--- config.mk ---
export PLATFORM = sky130hd
export DESIGN_NAME = instr_fetch_flat
export DESIGN_NICKNAME = d
export VERILOG_FILES = /design/src/rtl/instr_fetch_pkg.sv /design/src/rtl/instr_fetch_if.sv /design/src/rtl/instr_fetch_fifo.sv /design/src/rtl/instr_fetch.sv /design/src/flat_wrapper.sv
export SDC_FILE = /design/constraint.sdc
export NUM_CORES = 1
export LEC_CHECK = 0
export BUFFER_PORTS_ARGS = -buffer_cell sky130_fd_sc_hd__buf_4
export CORE_ASPECT_RATIO = 2
export CORE_MARGIN = 5
export CORE_UTILIZATION = 59
export CTS_CLUSTER_SIZE = 25
export DETAILED_ROUTE_END_ITERATION = 12
export PLACE_DENSITY = 0.85
export SLEW_MARGIN = 10
export SYNTH_ARGS = -nofsm -noshare
export SYNTH_HDL_FRONTEND = slang
export SYNTH_SLANG_ARGS = --single-unit
--- constraint.sdc ---
create_clock -name clk -period 4.4 [get_ports clk]
set_input_delay 0.88 -clock clk [delete_from_list [all_inputs] [get_ports clk]]
set_output_delay 0.88 -clock clk [all_outputs]
set_load 0.02 [all_outputs]
--- src/rtl/instr_fetch_pkg.sv ---
// Shared definitions for the instruction fetch slice.
//   - ISA widths used across the codebase (instruction, opcode, register address).
//   - fetch_state_e: fetch unit state encoding (IDLE/RUN/DRAIN/DONE), also
//     imported by the bench.
//   - slot_free(): read-issue rule for the 2-entry fetch buffer.
package instr_fetch_pkg;

    localparam int INSTRUCTION_WIDTH = 8;
    localparam int OPCODE_WIDTH      = 4;
    localparam int REG_ADDR_WIDTH    = 2;

    typedef enum logic [1:0] {
        FETCH_IDLE  = 2'd0,
        FETCH_RUN   = 2'd1,
        FETCH_DRAIN = 2'd2,
        FETCH_DONE  = 2'd3
    } fetch_state_e;

    // A new read may issue only if the buffered words plus the word in flight,
    // less the word leaving this cycle, leave room for one more.
    function automatic logic slot_free(input logic [1:0] count,
                                       input logic       inflight,
                                       input logic       pop);
        logic [2:0] occ;
        occ = {1'b0, count} + {2'b00, inflight} - {2'b00, pop};
        return occ < 3'd2;
    endfunction

endpackage

--- src/rtl/instr_fetch_if.sv ---
// Fetch unit bus bundle: instruction-memory read port plus the valid/ready
// instruction stream to the decoder.
//   master (fetch unit): drives imem_re, imem_addr, instr, instr_valid;
//                        receives imem_rdata, instr_ready.
//   slave  (memory/decoder side): the mirror image.
// Parameters: INSTR_W instruction width, PC_W address width.
interface instr_fetch_if #(
    parameter int INSTR_W = 8,
    parameter int PC_W    = 8
);
    logic               imem_re;
    logic [PC_W-1:0]    imem_addr;
    logic [INSTR_W-1:0] imem_rdata;
    logic [INSTR_W-1:0] instr;
    logic               instr_valid;
    logic               instr_ready;

    modport master (
        output imem_re, imem_addr, instr, instr_valid,
        input  imem_rdata, instr_ready
    );

    modport slave (
        input  imem_re, imem_addr, instr, instr_valid,
        output imem_rdata, instr_ready
    );
endinterface

--- src/rtl/instr_fetch_fifo.sv ---
// fetch_fifo: 2-entry synchronous FIFO holding fetched instruction words.
// Ports:
//   clk, rst_n   clock, synchronous active-low reset (clears storage too)
//   push_i/din_i write a word
//   pop_i        remove the head word
//   head_o       head word (storage contents when empty; 0 after reset)
//   count_o      occupancy 0..2
//   empty_o      no words held
module fetch_fifo #(
    parameter int W = 8
) (
    input  logic         clk,
    input  logic         rst_n,
    input  logic         push_i,
    input  logic [W-1:0] din_i,
    input  logic         pop_i,
    output logic [W-1:0] head_o,
    output logic [1:0]   count_o,
    output logic         empty_o
);
    logic [W-1:0] mem_q [2];
    logic         wr_ptr_q;
    logic         rd_ptr_q;
    logic [1:0]   count_q;
    logic         full;
    logic         pop_ok;
    logic         push_ok;

    assign full    = (count_q == 2'd2);
    assign empty_o = (count_q == 2'd0);
    assign pop_ok  = pop_i & ~empty_o;
    // A simultaneous pop frees the slot the push needs.
    assign push_ok = push_i & (~full | pop_ok);
    assign head_o  = mem_q[rd_ptr_q];
    assign count_o = count_q;

    always_ff @(posedge clk) begin
        if (!rst_n) begin
            mem_q[0] <= '0;
            mem_q[1] <= '0;
            wr_ptr_q <= 1'b0;
            rd_ptr_q <= 1'b0;
            count_q  <= '0;
        end else begin
            if (push_ok) begin
                mem_q[wr_ptr_q] <= din_i;
                wr_ptr_q        <= ~wr_ptr_q;
            end
            if (pop_ok) begin
                rd_ptr_q <= ~rd_ptr_q;
            end
            case ({push_ok, pop_ok})
                2'b10:   count_q <= count_q + 2'd1;
                2'b01:   count_q <= count_q - 2'd1;
                default: count_q <= count_q;
            endcase
        end
    end

    // The fetch unit's issue rule guarantees the buffer is never overrun.
    a_no_overflow: assert property (@(posedge clk) disable iff (!rst_n)
                                    !(push_i && full && !pop_i));

endmodule

--- src/rtl/instr_fetch.sv ---
// instr_fetch: reads program words 0..last_addr from a synchronous instruction
// memory (1-cycle latency) and streams them to the decoder over valid/ready,
// buffering through a 2-entry FIFO so stalls never drop or duplicate words.
// Ports:
//   clk, rst_n    clock, synchronous active-low reset
//   start         begin a run from address 0 (accepted only when idle)
//   last_addr     final instruction address, latched when start is accepted
//   busy          high while running or draining
//   done          one-cycle pulse after the last word is accepted
//   stall_cycles  (FETCH_STALL_CNT_EN only) saturating count of cycles with
//                 instr_valid high and instr_ready low since start
//   bus           memory read port and instruction stream (instr_fetch_if)
// Build option: define FETCH_STALL_CNT_EN to add the stall_cycles counter.
module instr_fetch
    import instr_fetch_pkg::*;
#(
    parameter int INSTR_W = INSTRUCTION_WIDTH,
    parameter int PC_W    = 8
) (
    input  logic            clk,
    input  logic            rst_n,
    input  logic            start,
    input  logic [PC_W-1:0] last_addr,
    output logic            busy,
    output logic            done,
`ifdef FETCH_STALL_CNT_EN
    output logic [15:0]     stall_cycles,
`endif
    instr_fetch_if.master   bus
);
    fetch_state_e    state_q, state_d;
    logic [PC_W-1:0] pc_q, pc_d;
    logic [PC_W-1:0] last_q, last_d;
    logic            inflight_q, inflight_d;
    logic            busy_q, busy_d;
    logic            done_q, done_d;

    logic [INSTR_W-1:0] head;
    logic [1:0]         count;
    logic               empty;
    logic               pop;
    logic               issue;
    logic               drained;

    fetch_fifo #(.W(INSTR_W)) u_fifo (
        .clk     (clk),
        .rst_n   (rst_n),
        .push_i  (inflight_q),
        .din_i   (bus.imem_rdata),
        .pop_i   (pop),
        .head_o  (head),
        .count_o (count),
        .empty_o (empty)
    );

    assign bus.instr       = head;
    assign bus.instr_valid = ~empty;
    assign pop             = ~empty & bus.instr_ready;

    assign issue         = (state_q == FETCH_RUN) && slot_free(count, inflight_q, pop);
    assign bus.imem_re   = issue;
    assign bus.imem_addr = pc_q;

    // Buffer will be empty after this edge with nothing left to arrive, so
    // done lands in the cycle right after the final accept.
    assign drained = ~inflight_q && ((count == 2'd0) || (count == 2'd1 && pop));

    assign busy = busy_q;
    assign done = done_q;

    always_comb begin
        state_d    = state_q;
        pc_d       = pc_q;
        last_d     = last_q;
        inflight_d = issue;
        busy_d     = busy_q;
        done_d     = 1'b0;
        case (state_q)
            FETCH_IDLE: begin
                if (start) begin
                    last_d  = last_addr;
                    pc_d    = '0;
                    busy_d  = 1'b1;
                    state_d = FETCH_RUN;
                end
            end
            FETCH_RUN: begin
                if (issue) begin
                    // pc holds at last_addr rather than wrapping past the top.
                    if (pc_q == last_q) begin
                        state_d = FETCH_DRAIN;
                    end else begin
                        pc_d = pc_q + PC_W'(1);
                    end
                end
            end
            FETCH_DRAIN: begin
                if (drained) begin
                    busy_d  = 1'b0;
                    done_d  = 1'b1;
                    state_d = FETCH_DONE;
                end
            end
            FETCH_DONE: begin
                state_d = FETCH_IDLE;
            end
            default: begin
                state_d = FETCH_IDLE;
                busy_d  = 1'b0;
            end
        endcase
    end

    always_ff @(posedge clk) begin
        if (!rst_n) begin
            state_q    <= FETCH_IDLE;
            pc_q       <= '0;
            last_q     <= '0;
            inflight_q <= 1'b0;
            busy_q     <= 1'b0;
            done_q     <= 1'b0;
        end else begin
            state_q    <= state_d;
            pc_q       <= pc_d;
            last_q     <= last_d;
            inflight_q <= inflight_d;
            busy_q     <= busy_d;
            done_q     <= done_d;
        end
    end

`ifdef FETCH_STALL_CNT_EN
    logic [15:0] stall_q, stall_d;

    always_comb begin
        stall_d = stall_q;
        if (state_q == FETCH_IDLE && start) begin
            stall_d = '0;
        end else if (bus.instr_valid && !bus.instr_ready && stall_q != '1) begin
            stall_d = stall_q + 16'd1;
        end
    end

    always_ff @(posedge clk) begin
        if (!rst_n) begin
            stall_q <= '0;
        end else begin
            stall_q <= stall_d;
        end
    end

    assign stall_cycles = stall_q;
`endif

endmodule
--- src/flat_wrapper.sv ---
// flat-port wrapper written by rule: the top's interface ports become plain ports
module instr_fetch_flat import instr_fetch_pkg::*;
#(
    parameter int INSTR_W = INSTRUCTION_WIDTH,
    parameter int PC_W    = 8
)
  (clk, rst_n, start, last_addr, busy, done, bus_imem_re, bus_imem_addr, bus_instr, bus_instr_valid, bus_imem_rdata, bus_instr_ready);
  instr_fetch_if #(.INSTR_W(INSTR_W), .PC_W(PC_W)) bus_i ();
  input  logic clk;
  input  logic rst_n;
  input  logic start;
  input  logic [PC_W-1:0] last_addr;
  output logic busy;
  output logic done;
  output wire logic [$bits(bus_i.imem_re)-1:0] bus_imem_re;
  output wire logic [$bits(bus_i.imem_addr)-1:0] bus_imem_addr;
  output wire logic [$bits(bus_i.instr)-1:0] bus_instr;
  output wire logic [$bits(bus_i.instr_valid)-1:0] bus_instr_valid;
  input wire logic [$bits(bus_i.imem_rdata)-1:0] bus_imem_rdata;
  input wire logic [$bits(bus_i.instr_ready)-1:0] bus_instr_ready;
  assign bus_imem_re = bus_i.imem_re;
  assign bus_imem_addr = bus_i.imem_addr;
  assign bus_instr = bus_i.instr;
  assign bus_instr_valid = bus_i.instr_valid;
  assign bus_i.imem_rdata = bus_imem_rdata;
  assign bus_i.instr_ready = bus_instr_ready;
  instr_fetch #(.INSTR_W(INSTR_W), .PC_W(PC_W)) u_core (.clk(clk), .rst_n(rst_n), .start(start), .last_addr(last_addr), .busy(busy), .done(done), .bus(bus_i));
endmodule
==> run metrics <==
status=completed; final slew viol count=0; EDFF count, synth=16; Worst Setup EP=bus_imem_re; Reg2Reg Depth=11; post-layout net count=290; H-tree Lvls=2; Setup crit start kind=flop; mapped cell area=between 0.002 and 0.0025 mm^2; Bufs on Longest Clock Path=2; Worst Path Required=around 3.5 ns; kind of critical path=reg2out; syn_area_per_cell=9.80 um^2; routed vias/inst=between 5 and 6; clock tree sinks=42; CP peak stage delay=approximately 0.43 ns; placed wire-length estimate=roughly 3.2 mm; Comb pwr share=40.8%; synth top area cells=dfxtp_1, edfxtp_1, and2_1; FILL cells=between 200 and 300; GP Congestion=approximately 0.84; die area=0.00509 mm^2; Hold Vio Cnt, Final=0; root buffer cell=clkbuf_8; Yosys reg bits=42; Post-CTS Hold Buffers=0; skew final=between 0.006 and 0.007 ns; slowest CP cell=fa_1; CP Capture Type=primary output; Total Wirelength=around 4.3 mm; Die W=approximately 53 um; worst setup path start=u_core.u_fifo.count_o[1]; Mapped Cells=roughly 220; Worst Path Max Fanout=5; I/O pin count=40; max_slew headroom=around a quarter; Yosys top cell area share=23.8%; Highest Clock Rate=0.277 GHz; # Post-CTS Setup Buffers=0; Ys Warns=0; CTS Buf Count=5; P_int=approximately 0.00095 W; Synth top cells by count=dfxtp_1, nand2_1, a21oi_1, and2_1, edfxtp_1; crit share post-route=81.9%; sequential area share after synthesis=45.8%; CORE AREA=around 0.0036 mm^2; Worst-Margin Slew=roughly 1.1 ns; Sw Ratio=a little over a third; Tot GR Track Use=18.7%; Synth cell types=40; CP dominant cell by count=inv_1; asr flop ratio synth=0%; share of layout cells above drive strength 1=a little under a quarter; area occupied by multi-input gates=roughly 0.0011 mm^2; part of the power in registers=a little over a third; n_diodes=0; worst hold slack=roughly 0.47 ns; setup slack, reg-to-reg=1.09 ns; reg2reg start=u_core.u_fifo.count_o[1]; first-pass GRT wire length=around 7 mm; vias after detailed routing=~1700; leakage=roughly 1.1 nW; clock power share=between 20% and 30%; Peak VDD IR=~0.45 mV; port bufs=39; Die Ht=between 90 and 100 um; initial antenna violation count=0; DRT Pass-1 Iters=4; RSZ-0062 raised after global routing=false; Synth Net Count=between 200 and 300; count leader, synth=dfxtp_1; storage element area=around 0.001 mm^2; CTS tree=built; cells along the critical path=inv_1 -> ha_1 -> nand2b_1 -> inv_1 -> ha_1 -> inv_1 -> fa_1 -> xnor2_1 -> nor2_1 -> and2_1 -> buf_4; Post-synth top flop=dfxtp_1; Max Cap Viol=0; biggest area consumer among synthesized cells=dfxtp_1; Clk Latency, worst-skew pair=between 0.2 and 0.3 ns; HP Class=reg2reg; worst r2r dst=u_core.bus.imem_addr[4]; Worst EP arrival=2.72 ns; number of global-route vias before repair=around 1600; Residual DRC=0; Final Critical Period=between 3 and 4 ns; P per Cell Area=roughly 550 mW/mm^2; final setup fails=0; sw power=0.000518 W; area grow syn2layout=20.9%; Sum Neg Setup Slack=0 ns; total global routing overflow=0; Initial Util=around 61%; CTS-repair resized insts=0; Clock transition at path regs=about 0.080 ns; largest net degree at the start of global routing=23; detailed-route wire length per cell=13.7 um; row cnt=31; DRT iter0 DRCs=27; ANT nets after route=0
-- how the worst min path moves through the flow --
stage                       endpoint  depth (start not counted)             start  slack (ns)
global route        u_core.last_q[2]                          2  u_core.last_q[2]        0.49
detailed placement  u_core.last_q[2]                          2  u_core.last_q[2]        0.46
global placement    u_core.last_q[2]                          2  u_core.last_q[2]        0.45
finish              u_core.last_q[2]                          2  u_core.last_q[2]        0.47
CTS                 u_core.last_q[2]                          2  u_core.last_q[2]        0.47
floorplan           u_core.last_q[1]                          2  u_core.last_q[1]        0.45
-- worst max-delay path: cells and delay by family, from the launching register on --
family | cells | cell delay (ns)
xor+xnor | 1 | 0.29
fa+ha+maj | 3 | 0.82
buf+inv | 4 | 0.47
flops | 1 | 0.42
simple gates | 3 | 0.43
-- registers in the layout (all words and copies together), names as in the netlist, named ones only --
register / flops
u_core.bus.imem_addr: 8
u_core.u_fifo.rd_ptr_q: 1
u_core.last_q: 8
u_core.u_fifo.count_o: 2
u_core.state_q: 2
u_core.busy: 1
u_core.done: 1
u_core.inflight_q: 1
u_core.u_fifo.mem_q: 16
u_core.u_fifo.wr_ptr_q: 1
-- power groups by stage --
stage	Combinational (W)	Sequential (W)	Clock, W
floorplan	0.000440	0.000521	0
global placement	0.000585	0.000525	0
detailed placement	0.000599	0.000528	0
CTS	0.000604	0.000519	0.000354
global route	0.000659	0.000527	0.000380
finish	0.000598	0.000519	0.000348
-- layout make-up --
cell class | instances | area share, %
clock buffer | 5 | 2.61
clock inverter | 3 | 2.42
inverter | 12 | 1.71
multi-input combinational | 161 | 42.0
sequential | 42 | 37.9
tap | 49 | 2.32
timing repair buffer | 39 | 11.1
-- metal layers --
metal  up-vias  share of wire, %  track usage (%)
li1        854                 -                -
met1       794                33             17.2
met2        53                57             35.7
met3        11               6.6             4.65
met4         0               3.0             9.81
met5         -                 0                0
-- stage by stage --
stage / std cells / utilization (%) / setup slack (ns) / instance area (um^2) / total power (W)
6_report: 311 / 73.2 / 0.796 / 2640 / 0.00147
5_1_grt: 311 / 73.2 / 0.532 / 2640 / 0.00157
4_1_cts: 311 / 73.2 / 0.791 / 2640 / 0.00148
3_5_place_dp: 303 / 69.5 / 0.873 / 2510 / 0.00113
3_3_place_gp: 303 / 69.5 / 0.943 / 2510 / 0.00111
2_1_floorplan: 223 / - / 1.22 / 2180 / 0.000960
-- kinds of logic (layout without fill, tap and decap cells) --
group	after synthesis	in the layout	synth area share, %
XOR/XNOR	12	12	4.81
flip-flops	42	42	45.8
AND/OR/NAND/NOR	89	89	22.3
AO/OA/AOI/OAI	41	41	13.0
multiplexers	10	10	5.10
buffers and inverters	20	59	3.44
adder cells (fa/ha/maj)	9	9	5.50
-- cell usage in the layout (no fill, tap or decap), drive strengths merged, types with 2 or more instances in the layout --
master	instances
buf	39
dfxtp	26
nand2	24
a21oi	20
and2	17
edfxtp	16
nor2	14
inv	12
nand3	12
mux2	9
xor2	8
ha	8
o21ai	7
nand2b	5
and3	5
clkbuf	5
xnor2	4
nand3b	4
nor3	2
nor4	2
a31oi	2
bufinv	2
No activity file was read; power rests on OpenSTA's default activity.
